[config.mk]
export PLATFORM = sky130hd
export DESIGN_NAME = vga_scanout
export DESIGN_NICKNAME = d
export VERILOG_FILES = /design/src/rtl/vga_scanout.sv
export SDC_FILE = /design/constraint.sdc
export NUM_CORES = 1
export LEC_CHECK = 0
export ABC_CLOCK_PERIOD_IN_PS = 4900
export CORE_UTILIZATION = 50
export DETAILED_ROUTE_END_ITERATION = 16
export PLACE_DENSITY = 0.86
export SLEW_MARGIN = 20
export SYNTH_ARGS = -nofsm -noshare
export SYNTH_HDL_FRONTEND = slang
export SYNTH_SLANG_ARGS = --single-unit
[constraint.sdc]
create_clock -name clk -period 4.9 [get_ports clk]
set_input_delay 0.98 -clock clk [delete_from_list [all_inputs] [get_ports clk]]
set_output_delay 0.98 -clock clk [all_outputs]
set_load 0.05 [all_outputs]
[src/rtl/vga_scanout.sv]
// vga_scanout: 640x480@60 raster scan-out stage for the dual-write frame buffer.
//
// Generates VGA timing from the pixel clock. It drives the frame-buffer read
// address and expands the 8-bit RRRGGGBB pixel (returned one clk after its
// address) to 8/8/8 RGB. Sync, blank and colour all leave the block with the
// same 2-clk latency from the counter state, so they stay exactly aligned.
//
// Ports:
//   clk          pixel clock (also the frame buffer's clk_read)
//   reset        asynchronous, active-high
//   r_x_address  frame-buffer read column (0 outside the visible region)
//   r_y_address  frame-buffer read row    (0 outside the visible region)
//   pixel_in     frame-buffer data_out, RRRGGGBB, valid 1 clk after address
//   vga_r/g/b    DAC colour, forced to 0 while blanked
//   vga_hs/vs    sync, active-low
//   vga_blank_n  high during visible pixels
//   vga_sync_n   tied 0
//   frame_start  one-clk pulse after the counter state h=0,v=0
//   vblank       high while the vertical counter is outside the active region
module vga_scanout #(
   parameter int H_ACTIVE = 640,
   parameter int H_FP     = 16,
   parameter int H_SYNC   = 96,
   parameter int H_BP     = 48,
   parameter int V_ACTIVE = 480,
   parameter int V_FP     = 10,
   parameter int V_SYNC   = 2,
   parameter int V_BP     = 33
) (
   input  logic       clk,
   input  logic       reset,
   output logic [9:0] r_x_address,
   output logic [9:0] r_y_address,
   input  logic [7:0] pixel_in,
   output logic [7:0] vga_r,
   output logic [7:0] vga_g,
   output logic [7:0] vga_b,
   output logic       vga_hs,
   output logic       vga_vs,
   output logic       vga_blank_n,
   output logic       vga_sync_n,
   output logic       frame_start,
   output logic       vblank
);

   localparam int H_TOTAL = H_ACTIVE + H_FP + H_SYNC + H_BP;
   localparam int V_TOTAL = V_ACTIVE + V_FP + V_SYNC + V_BP;

   localparam logic [9:0] H_LAST   = 10'(H_TOTAL - 1);
   localparam logic [9:0] V_LAST   = 10'(V_TOTAL - 1);
   localparam logic [9:0] H_VIS    = 10'(H_ACTIVE);
   localparam logic [9:0] V_VIS    = 10'(V_ACTIVE);
   localparam logic [9:0] HS_BEGIN = 10'(H_ACTIVE + H_FP);
   localparam logic [9:0] HS_END   = 10'(H_ACTIVE + H_FP + H_SYNC);
   localparam logic [9:0] VS_BEGIN = 10'(V_ACTIVE + V_FP);
   localparam logic [9:0] VS_END   = 10'(V_ACTIVE + V_FP + V_SYNC);

   // ---------------- stage 0: raster counters ----------------
   logic [9:0] h_cnt, v_cnt;
   logic       h_last, active;

   assign h_last = (h_cnt == H_LAST);
   assign active = (h_cnt < H_VIS) && (v_cnt < V_VIS);

   always_ff @(posedge clk or posedge reset) begin
      if (reset) begin
         h_cnt <= '0;
         v_cnt <= '0;
      end else if (h_last) begin
         h_cnt <= '0;
         v_cnt <= (v_cnt == V_LAST) ? '0 : v_cnt + 10'd1;
      end else begin
         h_cnt <= h_cnt + 10'd1;
      end
   end

   // Parking the address at 0,0 during blanking keeps the read bus quiet.
   assign r_x_address = active ? h_cnt : '0;
   assign r_y_address = active ? v_cnt : '0;

   // ---------------- stage 1: align controls with pixel_in ----------------
   logic active_d, hs_d, vs_d;
   logic hs_raw_n, vs_raw_n;

   assign hs_raw_n = !((h_cnt >= HS_BEGIN) && (h_cnt < HS_END));
   assign vs_raw_n = !((v_cnt >= VS_BEGIN) && (v_cnt < VS_END));

   always_ff @(posedge clk or posedge reset) begin
      if (reset) begin
         active_d    <= 1'b0;
         hs_d        <= 1'b1;
         vs_d        <= 1'b1;
         frame_start <= 1'b0;
         vblank      <= 1'b0;
      end else begin
         active_d    <= active;
         hs_d        <= hs_raw_n;
         vs_d        <= vs_raw_n;
         frame_start <= (h_cnt == '0) && (v_cnt == '0);
         vblank      <= (v_cnt >= V_VIS);
      end
   end

   // ---------------- stage 2: DAC output registers ----------------
   // Colour expansion replicates the field MSBs so full-scale maps to 0xFF.
   always_ff @(posedge clk or posedge reset) begin
      if (reset) begin
         vga_r       <= '0;
         vga_g       <= '0;
         vga_b       <= '0;
         vga_hs      <= 1'b1;
         vga_vs      <= 1'b1;
         vga_blank_n <= 1'b0;
      end else begin
         vga_hs      <= hs_d;
         vga_vs      <= vs_d;
         vga_blank_n <= active_d;
         if (active_d) begin
            vga_r <= {pixel_in[7:5], pixel_in[7:5], pixel_in[7:6]};
            vga_g <= {pixel_in[4:2], pixel_in[4:2], pixel_in[4:3]};
            vga_b <= {4{pixel_in[1:0]}};
         end else begin
            vga_r <= '0;
            vga_g <= '0;
            vga_b <= '0;
         end
      end
   end

   assign vga_sync_n = 1'b0;

endmodule

==> results of run 1 <==
cell usage after synthesis, types with 4 or more instances:
cell type,n,share of area (%)
dfrtp_1,32,42
nand3_1,6,1.6
ha_1,5,3.3
buf_4,20,7.9
o21ai_0,4,1.1
nand2_1,6,1.2
nand4_1,4,1.3
inv_1,6,1.2
dfstp_2,4,5.6
and3_1,5,1.7
and2_1,23,7.6
xor2_1,7,3.2
nor2_1,12,2.4
nor3_1,9,2.4
routing by layer:
layer	GRT usage, %	vias up	share of wire [%]
met5	0	-	0
met4	10.2	0	1.9
met3	5.25	7	6.2
met2	35.9	58	48
met1	25.8	681	43
li1	-	669	-
worst paths after layout:
kind	endpoint	slack [ns]
setup / recovery	r_y_address[3]	1.32
hold / removal	vga_hs	0.36
setup reg to reg	v_cnt[3]	2.98
hold reg to reg	vga_hs	0.36
max in group asynchronous	vga_vs	3.46
min in group asynchronous	v_cnt[8]	1.10
cell families after synthesis:
logic type,after synthesis
simple gates,81
flops,36
buf+inv,31
compound gates,14
xor+xnor,10
fa+ha+maj,5
mux,2
other cells,1
state kept, by name, indices dropped and copies added (netlist names):
name         flops
hs_d             1
vga_g            3
h_cnt           10
vs_d             1
vga_b            2
vga_hs           1
vga_blank_n      1
vblank           1
vga_vs           1
active_d         1
v_cnt           10
frame_start      1
vga_r            3
through the flow:
stage	power [mW]	cell area (um2)	utilization [%]	hold WS, ns
4_1_cts	0.644	2450	70.6	0.358
5_1_grt	0.658	2450	70.6	0.362
3_3_place_gp	0.384	2340	67.4	0.346
2_1_floorplan	0.366	1900	-	0.345
6_report	0.636	2450	70.6	0.357
3_5_place_dp	0.385	2340	67.4	0.347
worst max-delay path: cells and delay by family (launching register included):
| family | cells | cell delay [ns] |
|---|---|---|
| DFF | 1 | 0.45 |
| buffers and inverters | 1 | 0.81 |
| and+or+nand+nor | 4 | 1.05 |
power by group through the flow:
| stage | combinational (mW) | sequential [mW] | clock (mW) |
|---|---|---|---|
| 4_1_cts | 0.0764 | 0.303 | 0.264 |
| 3_3_place_gp | 0.0755 | 0.308 | 0 |
| 6_report | 0.0756 | 0.303 | 0.257 |
| 2_1_floorplan | 0.0459 | 0.321 | 0 |
| 3_5_place_dp | 0.0763 | 0.309 | 0 |
| 5_1_grt | 0.0787 | 0.303 | 0.276 |
final cells by class:
class	instances	share of cell area, %
Timing Repair Buffer	58	23.6
Clock buffer	5	2.81
Multi-Input combinational cell	114	31.6
Inverter	6	0.920
Clock inverter	3	1.74
Tap cell	46	2.35
Sequential cell	36	37.0
==> results.sh, run 1 <==
export IMPL_grt_pass1_wl_um=6590
export IMPL_core_area_um2=3470
export IMPL_final_cells=268
export IMPL_synth_area_um2=1890
export IMPL_cellPowerDensity_nw_per_um2=260
export IMPL_ys_warn_count=0
export IMPL_yosysSeqAreaShare_pct=47.9
export IMPL_place_hpwl_um=2710
export IMPL_routed_wl_um=3750
export IMPL_hold_start="hs_d"
export IMPL_die_area_um2=4030
export IMPL_wl_per_cell_um=14.0
export IMPL_synthSimpleGateAreaFrac_pct=26.2
export IMPL_root_buffer="clkbuf_8"
export IMPL_cp_cell_sequence="and4_1, or2_1, nor2_8, and2_1, clkdlybuf4s50_1"
export IMPL_place_inst=260
export IMPL_cts_setup_buffers=0
export IMPL_clkPwrFrac_pct=40.5
export IMPL_drive_gt1_share_pct=8.11
export IMPL_clock_skew_ns=0.00673
export IMPL_grt_max_degree=37
export IMPL_maxSlewHeadroom_pct=65.6
export IMPL_ys_types=39
export IMPL_antennaDiodeCount=0
export IMPL_rsz0062_at_grt="false"
export IMPL_start_util_pct=54.5
export IMPL_holdPathStages=0
export IMPL_synth_compound_gate_area_share_pct=5.22
export IMPL_syn_area_per_cell_um2=10.5
export IMPL_die_w_um=63.5
export IMPL_cts_buffers=5
export IMPL_synthMuxAreaShare_pct=1.12
export IMPL_antenna_left=0
export IMPL_finalNetCount=236
export IMPL_ios=60
export IMPL_critical_path_startpoint="v_cnt[5]"
export IMPL_finalWorstSetupSlack_ns=1.32
export IMPL_fmax_mhz=279
export IMPL_crit_path_top_delay_cell="clkdlybuf4s50_1"
export IMPL_hold_path_class="reg -> reg"
export IMPL_synthFlopType="dfrtp_1"
export IMPL_clkLatencyLatePin_ns=0.29
export IMPL_numPortBuffers=57
export IMPL_tightest_slew_ns=0.515
export IMPL_cts_clk_slew_worst_paths_ns=0.08
export IMPL_vias=1415
export IMPL_dieHeight_um=63.5
export IMPL_max_stage_delay_ns=0.81
export IMPL_hold_buffers=0
export IMPL_ys_ff_latch=36
export IMPL_place_ws_ns=1.63
export IMPL_via_per_inst=5.28
export IMPL_required_ns=3.92
export IMPL_p_leak_nw=1.09
export IMPL_max_clock_path_buffers=2
export IMPL_rows=21
export IMPL_crit_path_start_kind="register"
export IMPL_layout_common_cells="clkdlybuf4s50_1 (57), dfrtp_1 (32), and2_1 (23), nor2_1 (12), nor3_1 (9)"
export IMPL_antenna_found_initial=0
export IMPL_syn2layout_area_growth_pct=29.4
export IMPL_async_flop_share_pct=100
export IMPL_outcome="completed"
export IMPL_drt_iter0_markers=48
export IMPL_arrival_ns=2.60
export IMPL_synth_edf_count=0
export IMPL_min_period_ns=3.58
export IMPL_drv_cap=0
export IMPL_switching_share_pct=25.2
export IMPL_grt_pass1_vias=1418
export IMPL_multi_input_area_um2=773
export IMPL_synth_adder_area_share_pct=3.31
export IMPL_ff_latch_area_um2=906
export IMPL_cts_tree="done"
export IMPL_synthXorXnorAreaFrac_pct=4.63
export IMPL_cts_sinks=36
export IMPL_p_seq_share_pct=47.7
export IMPL_layout_commonest_cell="clkdlybuf4s50_1"
export IMPL_drv_slew=0
export IMPL_syn_inst=180
export IMPL_track_usage_pct=21.5
export IMPL_synth_top_family_by_area="simple AND/OR/NAND/NOR gates"
export IMPL_crit_fanout=15
export IMPL_power_switching_mw=0.160
export IMPL_htree_levels=2
export IMPL_gp_congestion=0.788
export IMPL_r2r_cells=5
export IMPL_ir_worst_vdd_uv=159
export IMPL_finalSetupTns_ns=0
export IMPL_period_share_pct=73.1
export IMPL_end_kind="output pin"
export IMPL_drc=0
export IMPL_p_int_mw=0.476
export IMPL_overflow=0
export IMPL_r2r_start="h_cnt[0]"
export IMPL_num_fill_cells=271
export IMPL_combPwrFrac_pct=11.9
export IMPL_finalHoldViolations=0
export IMPL_setup_violations=0
export IMPL_path_class="reg -> out"
export IMPL_post_cts_resized=0
export IMPL_detail_route_first_pass_iterations=4
No activity file was read; power rests on OpenSTA's default activity.
==> run 2, diff against run 1 <==
--- a/config.mk
+++ b/config.mk
@@ -5,10 +5,10 @@
 export SDC_FILE = /design/constraint.sdc
 export NUM_CORES = 1
 export LEC_CHECK = 0
-export ABC_CLOCK_PERIOD_IN_PS = 4900
-export CORE_UTILIZATION = 50
+export ABC_CLOCK_PERIOD_IN_PS = 3600
+export CORE_UTILIZATION = 46
 export DETAILED_ROUTE_END_ITERATION = 16
-export PLACE_DENSITY = 0.86
+export PLACE_DENSITY = 0.8
 export SLEW_MARGIN = 20
 export SYNTH_ARGS = -nofsm -noshare
 export SYNTH_HDL_FRONTEND = slang
==> constraint.sdc (replaced) <==
create_clock -name clk -period 3.6 [get_ports clk]
set_input_delay 0.72 -clock clk [delete_from_list [all_inputs] [get_ports clk]]
set_output_delay 0.72 -clock clk [all_outputs]
set_load 0.05 [all_outputs]
==> results.sh, run 2 (same netlist as run 1, synthesis figures left out) <==
export IMPL_rsz0062_at_grt="false"
export IMPL_tightest_slew_ns=0.655
export IMPL_drt_iter0_markers=59
export IMPL_multi_input_area_um2=773
export IMPL_dieHeight_um=66.1
export IMPL_place_ws_ns=0.578
export IMPL_ir_worst_vdd_uv=178
export IMPL_ff_latch_area_um2=906
export IMPL_routed_wl_um=3780
export IMPL_clock_skew_ns=0.00672
export IMPL_antennaDiodeCount=0
export IMPL_layout_commonest_cell="clkdlybuf4s50_1"
export IMPL_max_clock_path_buffers=2
export IMPL_max_stage_delay_ns=0.81
export IMPL_vias=1412
export IMPL_die_w_um=66.1
export IMPL_cellPowerDensity_nw_per_um2=334
export IMPL_p_leak_nw=1.09
export IMPL_min_period_ns=3.34
export IMPL_cts_sinks=36
export IMPL_endpoint="r_y_address[4]"
export IMPL_layout_common_cells="clkdlybuf4s50_1 (57), dfrtp_1 (32), and2_1 (23), nor2_1 (12), nor3_1 (9)"
export IMPL_ios=60
export IMPL_maxSlewHeadroom_pct=56.3
export IMPL_grt_pass1_vias=1318
export IMPL_num_fill_cells=312
export IMPL_crit_fanout=15
export IMPL_critical_path_startpoint="v_cnt[5]"
export IMPL_via_per_inst=5.23
export IMPL_required_ns=2.88
export IMPL_cp_top_family="simple AND/OR/NAND/NOR gates"
export IMPL_drv_cap=0
export IMPL_total_power_mw=0.813
export IMPL_cp_cell_sequence="and4_1, or2_1, nor2_8, and2_1, clkdlybuf4s50_1"
export IMPL_r2r_cells=5
export IMPL_root_buffer="clkbuf_8"
export IMPL_gp_congestion=0.792
export IMPL_finalHoldViolations=0
export IMPL_timing_hold_ws_ns=0.358
export IMPL_cts_setup_buffers=0
export IMPL_period_share_pct=92.7
export IMPL_holdPathStages=0
export IMPL_arrival_ns=2.62
export IMPL_drc=0
export IMPL_setup_violations=0
export IMPL_crit_path_top_delay_cell="clkdlybuf4s50_1"
export IMPL_outcome="completed"
export IMPL_start_util_pct=49.8
export IMPL_hold_path_class="reg -> reg"
export IMPL_reg_top3="h_cnt x10, v_cnt x10"
export IMPL_cts_tree="done"
export IMPL_path_class="reg -> out"
export IMPL_drive_gt1_share_pct=8.11
export IMPL_overflow=0
export IMPL_antenna_left=0
export IMPL_rows=22
export IMPL_hold_buffers=0
export IMPL_cts_buffers=5
export IMPL_syn2layout_area_growth_pct=28.6
export IMPL_fmax_mhz=300
export IMPL_crit_path_start_kind="register"
export IMPL_post_cts_resized=0
export IMPL_drv_slew=0
export IMPL_finalNetCount=236
export IMPL_clkLatencyLatePin_ns=0.30
export IMPL_place_hpwl_um=2740
export IMPL_r2r_end="v_cnt[3]"
export IMPL_reg2reg_slack_ns=1.66
export IMPL_cp_depth=5
export IMPL_numPortBuffers=57
export IMPL_grt_max_degree=21
export IMPL_detail_route_first_pass_iterations=4
export IMPL_core_area_um2=3800
export IMPL_end_kind="output pin"
export IMPL_grt_pass1_wl_um=6330
export IMPL_htree_levels=2
export IMPL_cts_clk_slew_worst_paths_ns=0.07
export IMPL_wl_per_cell_um=14.0
export IMPL_r2r_start="h_cnt[0]"
export IMPL_track_usage_pct=19.6
export IMPL_antenna_found_initial=0
export IMPL_finalWorstSetupSlack_ns=0.261
export IMPL_finalSetupTns_ns=0
export IMPL_die_area_um2=4370
export IMPL_cp_buffers_inverters=1
[run 2: changes by cell type in the layout (fill, tap and decap cells not counted), sizes merged]
cell	change
bufinv	-1
clkbuf	+1
clkinv	+1
clkinvlp	-1
[run 2: layout make-up]
type | instances | area share, %
Clock buffer | 6 | 3.40
Clock inverter | 2 | 0.412
Inverter | 6 | 0.926
Multi-Input combinational cell | 114 | 31.8
Sequential cell | 36 | 37.2
Tap cell | 48 | 2.47
Timing Repair Buffer | 58 | 23.8
[run 2: metal layers]
metal / part of all wire, % / up-vias / track usage, %
met3: 8.1 / 18 / 5.86
met4: 3.3 / 0 / 9.57
li1: - / 673 / -
met5: 0 / - / 0
met2: 43 / 77 / 29.0
met1: 46 / 644 / 26.2
[run 2: how the worst min path moves through the flow]
stage | end | startpoint
finish | vga_hs | hs_d
global route | vga_hs | hs_d
CTS | vga_hs | hs_d
detailed placement | vga_vs | vs_d
global placement | vga_vs | vs_d
floorplan | vga_hs | hs_d
[run 2: where the power goes]
part	total (mW)	switching, mW	internal [mW]
Combinational	0.103	0.0689	0.0339
Clock	0.298	0.146	0.153
Sequential	0.412	0.00311	0.409
[run 2: stage by stage]
stage / cell area, um2 / instances / utilization [%]
2_1_floorplan: 1900 / 181 / -
3_3_place_gp: 2340 / 262 / 61.6
3_5_place_dp: 2340 / 262 / 61.6
4_1_cts: 2430 / 270 / 64.0
5_1_grt: 2430 / 270 / 64.0
6_report: 2430 / 270 / 64.0
